--- src/rtl/roll_history.sv ---
// Circular history of settled roll values, captured on each falling edge of
// i_changing, with prev/next browsing of the stored entries.
module roll_history #(
    parameter int DEPTH = 8,
    parameter int W     = 4,
    localparam int AW   = $clog2(DEPTH)
) (
    input  logic          i_clk,
    input  logic          i_rst,
    input  logic [W-1:0]  i_value,
    input  logic          i_changing,
    input  logic          i_browse_prev,
    input  logic          i_browse_next,
    input  logic          i_clear,
    output logic [W-1:0]  o_shown,
    output logic [AW-1:0] o_age,
    output logic [AW:0]   o_count,
    output logic          o_empty,
    output logic          o_new,
    output logic          o_repeat
);

    localparam logic [AW:0]   FULL    = (AW+1)'(DEPTH);
    localparam logic [AW-1:0] PTR_ONE = AW'(1);

    logic [W-1:0]  mem [DEPTH];
    logic          changing_d;
    logic [AW-1:0] wr_ptr;
    logic [AW:0]   count;
    logic [AW-1:0] age;
    logic          new_q;
    logic          rep_q;

    logic          cap;
    logic [AW-1:0] newest_idx;
    logic [AW-1:0] rd_idx;
    logic [AW:0]   age_inc;
    logic          step_prev;
    logic          step_next;

    assign cap        = changing_d & ~i_changing;
    assign newest_idx = wr_ptr - PTR_ONE;
    assign rd_idx     = wr_ptr - PTR_ONE - age;
    assign age_inc    = {1'b0, age} + (AW+1)'(1);
    assign step_prev  = i_browse_prev & ~i_browse_next & (age_inc < count);
    assign step_next  = i_browse_next & ~i_browse_prev & (age != '0);

    // History storage is never reset; empty state hides stale contents.
    always_ff @(posedge i_clk) begin
        if (!i_rst && !i_clear && cap) begin
            mem[wr_ptr] <= i_value;
        end
    end

    always_ff @(posedge i_clk) begin
        if (i_rst) begin
            changing_d <= 1'b0;
            wr_ptr     <= '0;
            count      <= '0;
            age        <= '0;
            new_q      <= 1'b0;
            rep_q      <= 1'b0;
        end else begin
            changing_d <= i_changing;
            if (i_clear) begin
                wr_ptr <= '0;
                count  <= '0;
                age    <= '0;
                new_q  <= 1'b0;
                rep_q  <= 1'b0;
            end else if (cap) begin
                wr_ptr <= wr_ptr + PTR_ONE;
                count  <= (count == FULL) ? count : count + (AW+1)'(1);
                age    <= '0;
                new_q  <= 1'b1;
                rep_q  <= (count != '0) && (i_value == mem[newest_idx]);
            end else begin
                new_q <= 1'b0;
                rep_q <= 1'b0;
                if (step_prev) begin
                    age <= age + PTR_ONE;
                end else if (step_next) begin
                    age <= age - PTR_ONE;
                end
            end
        end
    end

    assign o_empty  = (count == '0);
    assign o_shown  = o_empty ? '0 : mem[rd_idx];
    assign o_age    = age;
    assign o_count  = count;
    assign o_new    = new_q;
    assign o_repeat = rep_q & new_q;

endmodule

--- config.mk ---
export PLATFORM = sky130hd
export DESIGN_NAME = roll_history
export DESIGN_NICKNAME = d
export VERILOG_FILES = /design/src/rtl/roll_history.sv
export SDC_FILE = /design/constraint.sdc
export NUM_CORES = 1
export LEC_CHECK = 0
export BUFFER_PORTS_ARGS = -buffer_cell sky130_fd_sc_hd__buf_4
export CORE_ASPECT_RATIO = 0.6
export CORE_MARGIN = 4
export CORE_UTILIZATION = 35
export CTS_BUF_LIST = sky130_fd_sc_hd__clkbuf_16
export DETAILED_ROUTE_END_ITERATION = 6
export PLACE_DENSITY = 0.56
export SLEW_MARGIN = 20
export SYNTH_ARGS = -nofsm -noshare
export SYNTH_HDL_FRONTEND = slang
export SYNTH_SLANG_ARGS = --single-unit
--- constraint.sdc ---
create_clock -name i_clk -period 3.4 [get_ports i_clk]
set_input_delay 0.17 -clock i_clk [delete_from_list [all_inputs] [get_ports i_clk]]
set_output_delay 0.17 -clock i_clk [all_outputs]
set_load 0.005 [all_outputs]
==> results.md <==
| Stage | Metric | Reported |
| --- | --- | --- |
| status | Run status | finished, final reports clean |
| power and ir drop | Power density cells | 396.6 mW/mm^2 |
| setup path | Register-to-Register Setup Slack | 0.56 ns |
| detailed routing | Antenna-violating nets left | 0 |
| global routing | Wire length of the first global-routing pass | 7.596 mm |
| power and ir drop | Leakage power figure | 0.9999 nW |
| hold path | Hold Path Cell Cnt | 2 |
| global routing | Met3 track demand over resource in global routing | 3.966% |
| hold path | Startpoint of the tightest hold check path | i_rst |
| yosys | Total nets after synthesis | 192 |
| detailed routing | Average via count per standard cell | 5.021 |
| place | RePlAce Congestion | 0.7831 |
| detailed routing | Number of design rule violations left after detail routing | 0 |
| cells and area | Share of layout cells above drive strength 1 | 25.89% |
| clocking | Clock root cell | sky130_fd_sc_hd__clkbuf_16 |
| setup path | Reg2reg end | o_age[2]$_SDFFE_PP0P_ |
| sta | Fin crit period | 3.144 ns |
| yosys | Netlist Area Pre-Place | 0.002356 sq mm |
| sta | Final worst path period share | 92.48% |
| detailed routing | Total number of vias | 1411 |
| place | I/O Buffers | 23 |
| setup path | Nature of the critical path startpoint | register |
| power and ir drop | Maximum resistive drop on vdd | 0.1830 mV |
| place | Inst Count DP | 271 |
| floorplanning | X dimension of the die | 113.9 um |
| clocking | Clock buffers created by TritonCTS | 5 |
| floorplanning | Core area | 0.006304 sq mm |
| yosys | Yosys top cell area share | 40.79% |
| place | Half-perimeter wire length of the detailed placement result | 3.661 mm |
| floorplanning | Rows | 22 |
| floorplanning | Total die area | 0.008151 sq mm |
| sta | Worst-case hold slack | 0.03836 ns |
| setup path | Startpoint-to-endpoint class of the critical path | register to output port |
| cells and area | Summed area of non-filler cells in the final layout | 0.002763 sq mm |
| cells and area | Commonest non-fill, non-tap cells in the layout | sky130_fd_sc_hd__edfxtp_1 (32), sky130_fd_sc_hd__buf_4 (27), sky130_fd_sc_hd__nor2_1 (18), sky130_fd_sc_hd__mux4_2 (14), sky130_fd_sc_hd__dfxtp_1 (13) |
| yosys | Ranking of synthesized cells by area | sky130_fd_sc_hd__edfxtp_1 (41%), sky130_fd_sc_hd__mux4_2 (13%), sky130_fd_sc_hd__dfxtp_1 (11%) |
| yosys | Syn_area_per_cell | 13.86 sq um |
| cells and area | Fillcell total | 575 |
| clocking | CTS H-Tree Depth | 2 |
| global routing | Vias in the first global route | 1416 |
| cells and area | Final cell count without fillers | 281 |
| clocking | Clk_lat worst skew | 0.28 ns |
| clocking | Clock Pin Slew Worst Setup and Hold Paths | 0.06 ns |
| sta | Maximum clock frequency | 318.0 MHz |
| detailed routing | Total iterations of the first detailed-routing run | 4 |
| cells and area | Number of inserted diodes | 0 |
| sta | Maximum clock skew at final layout | 0.005078 ns |
| yosys | Post-synthesis cell count | 170 |
| cells and area | Area grow syn2layout | 17.26% |
| global routing | Most utilized layer in the global route result | met1 |
| global routing | Initial antenna violation count | 0 |
| detailed routing | Count of routing violations after the opening detailed-route iteration | 83 |
| floorplanning | I/O pin cnt | 24 |
| sta | RSZ-0062 raised after global routing | no |
| yosys | Total of flip-flops plus latches after synthesis | 45 |
| cells and area | Share of the core filled with cells in the final layout | 43.83% |
| clocking | Max Root-Sink Buffers | 2 |
| yosys | Synth unique cells | 34 |
| setup path | Largest fanout on the critical path | 7 |
| place | Place WS | 0.4655 ns |
| floorplanning | Die extent in y | 71.55 um |
| yosys | Proportion of synthesized chip area in sequential cells | 51.83% |
| cells and area | Footprint of the multi-input gates | 0.001065 sq mm |
| setup path | Start point of the critical path | wr_ptr[1]$_SDFFE_PP0P_ |
| yosys | Synth warn | 0 |
| setup path | CP Capture Type | output port |
| sta | Worst max-slew margin expressed relative to the limit | 41.55% |
| detailed routing | Final routed wirelength across all metal layers | 4.816 mm |
| hold path | Min-delay worst type | input pin to register |
| detailed routing | Routed wire per std cell | 17.14 um |
| global routing | Gr ovfl total | 0 |
| power and ir drop | Total Power | 1.096 mW |
| global routing | Met2 track demand over resource in global routing | 17.38% |
| flow run | Max-cap check violation count | 0 |
| global routing | Largest net degree at the start of global routing | 14 |
| sta | Number of failing hold endpoints at the final stage | 0 |
| sta | Slew at the pin closest to its max-slew limit | 0.8700 ns |
| cells and area | NumNets Final | 218 |
| sta | Max-slew violation count | 0 |
| cells and area | Leading cell type in the layout, fill and taps excluded | sky130_fd_sc_hd__edfxtp_1 |
| hold path | Worst hold endpoint | changing_d$_SDFF_PP0_ |
| global routing | GR Util All Layers | 12.57% |
| setup path | Logic depth of the worst register-to-register path | 11 |
| cells and area | FF/Latch Area | 0.001221 sq mm |
| sta | Final number of setup-violating endpoints | 0 |
| setup path | Worst endpoint data arrival time | 2.97 ns |
| sta | Crit path setup slack, layout | 0.2557 ns |
| yosys | Post-synth top area cell | sky130_fd_sc_hd__edfxtp_1 |
| place | Placed inst area | 0.002609 sq mm |
| floorplanning | Initial Utilization | 37.38% |
| global routing | Met1 track demand over resource | 18.58% |
| clocking | Count of clock tree sinks | 45 |
| setup path | Reg-to-reg startpoint | o_age[0]$_SDFFE_PP0P_ |
| sta | Setup TNS Final | 0 ns |
| setup path | Data required time at the worst endpoint | 3.23 ns |
| clocking | CTS tree | built |
[worst max path at each step]
stage / cells past startpoint / slack, ns / to
global placement: 9 / 0.55 / o_shown[2]
detailed placement: 9 / 0.47 / o_shown[2]
finish: 9 / 0.26 / o_shown[2]
CTS: 9 / 0.13 / o_shown[2]
global route: 9 / 0.12 / o_shown[2]
floorplan: 9 / 0.53 / o_shown[2]
[sequential cells by signal (all words and copies together), names as in the netlist]
name and count:
mem 32, o_new 1, wr_ptr 3, rep_q 1, o_age 3, o_count 4, changing_d 1
[final cells by class]
| class | instances | area share, % |
|---|---|---|
| inverters | 8 | 1.087 |
| well taps | 84 | 3.804 |
| clock inverters | 3 | 0.4982 |
| flip-flops and latches | 45 | 44.20 |
| repair buffers | 27 | 7.337 |
| multi-input cells | 109 | 38.54 |
| clock buffers | 5 | 4.529 |
[cells by family (layout without fill, tap and decap cells)]
group	Yosys count	count (layout)	share of synthesized area (%)
AND/OR/NAND/NOR	50	50	10.09
flip-flops	45	45	51.83
multiplexers	25	25	19.44
buffers and inverters	16	43	2.974
XOR/XNOR	14	14	6.320
adder cells (fa/ha/maj)	12	12	7.010
AO/OA/AOI/OAI	8	8	2.337
[cell usage after synthesis (all sizes together)]
| library cell | count |
|---|---|
| nand3 | 5 |
| nand4 | 1 |
| a41oi | 1 |
| buf | 5 |
| nor4b | 2 |
| mux2i | 9 |
| xnor2 | 7 |
| nand2b | 3 |
| mux4 | 16 |
| nor3 | 2 |
| a21oi | 3 |
| or2 | 1 |
| xor2 | 7 |
| a31o | 1 |
| a21boi | 1 |
| edfxtp | 32 |
| a211oi | 1 |
| nor2b | 3 |
| ha | 10 |
| nor2 | 18 |
| o211ai | 1 |
| fa | 2 |
| nor3b | 1 |
| and2 | 1 |
| dfxtp | 13 |
| and3 | 2 |
| inv | 8 |
| clkbuf | 3 |
| nand2 | 11 |
[worst max-delay path, stage by stage, from the launching register on]
cell	delay [ns]
sky130_fd_sc_hd__dfxtp_1	0.43
sky130_fd_sc_hd__inv_1	0.09
sky130_fd_sc_hd__ha_1	0.32
sky130_fd_sc_hd__fa_1	0.42
sky130_fd_sc_hd__xnor2_1	0.17
sky130_fd_sc_hd__xnor2_2	0.32
sky130_fd_sc_hd__mux4_1	0.59
sky130_fd_sc_hd__mux2i_1	0.15
sky130_fd_sc_hd__nor2_1	0.06
sky130_fd_sc_hd__buf_4	0.14
[metal layers]
layer  share of wire [%]  up-vias
li1                    -      678
met1                  47      685
met2                  44       40
met3                 7.7        8
met4                 1.5        0
met5                   0        -
[repair_timing]
| item | CTS | global route |
|---|---|---|
| resized for setup | 0 | 0 |
| buffers inserted | 0 | 2 |
| endpoints found under the setup margin | 0 | 1 |
| hold buffers | 0 | 0 |
[power breakdown]
part	internal (mW)	switching, mW
logic	0.0260	0.0280
registers	0.588	0.00118
clock network	0.266	0.186
total	0.881	0.215
Power figures use the tool's default switching activity.
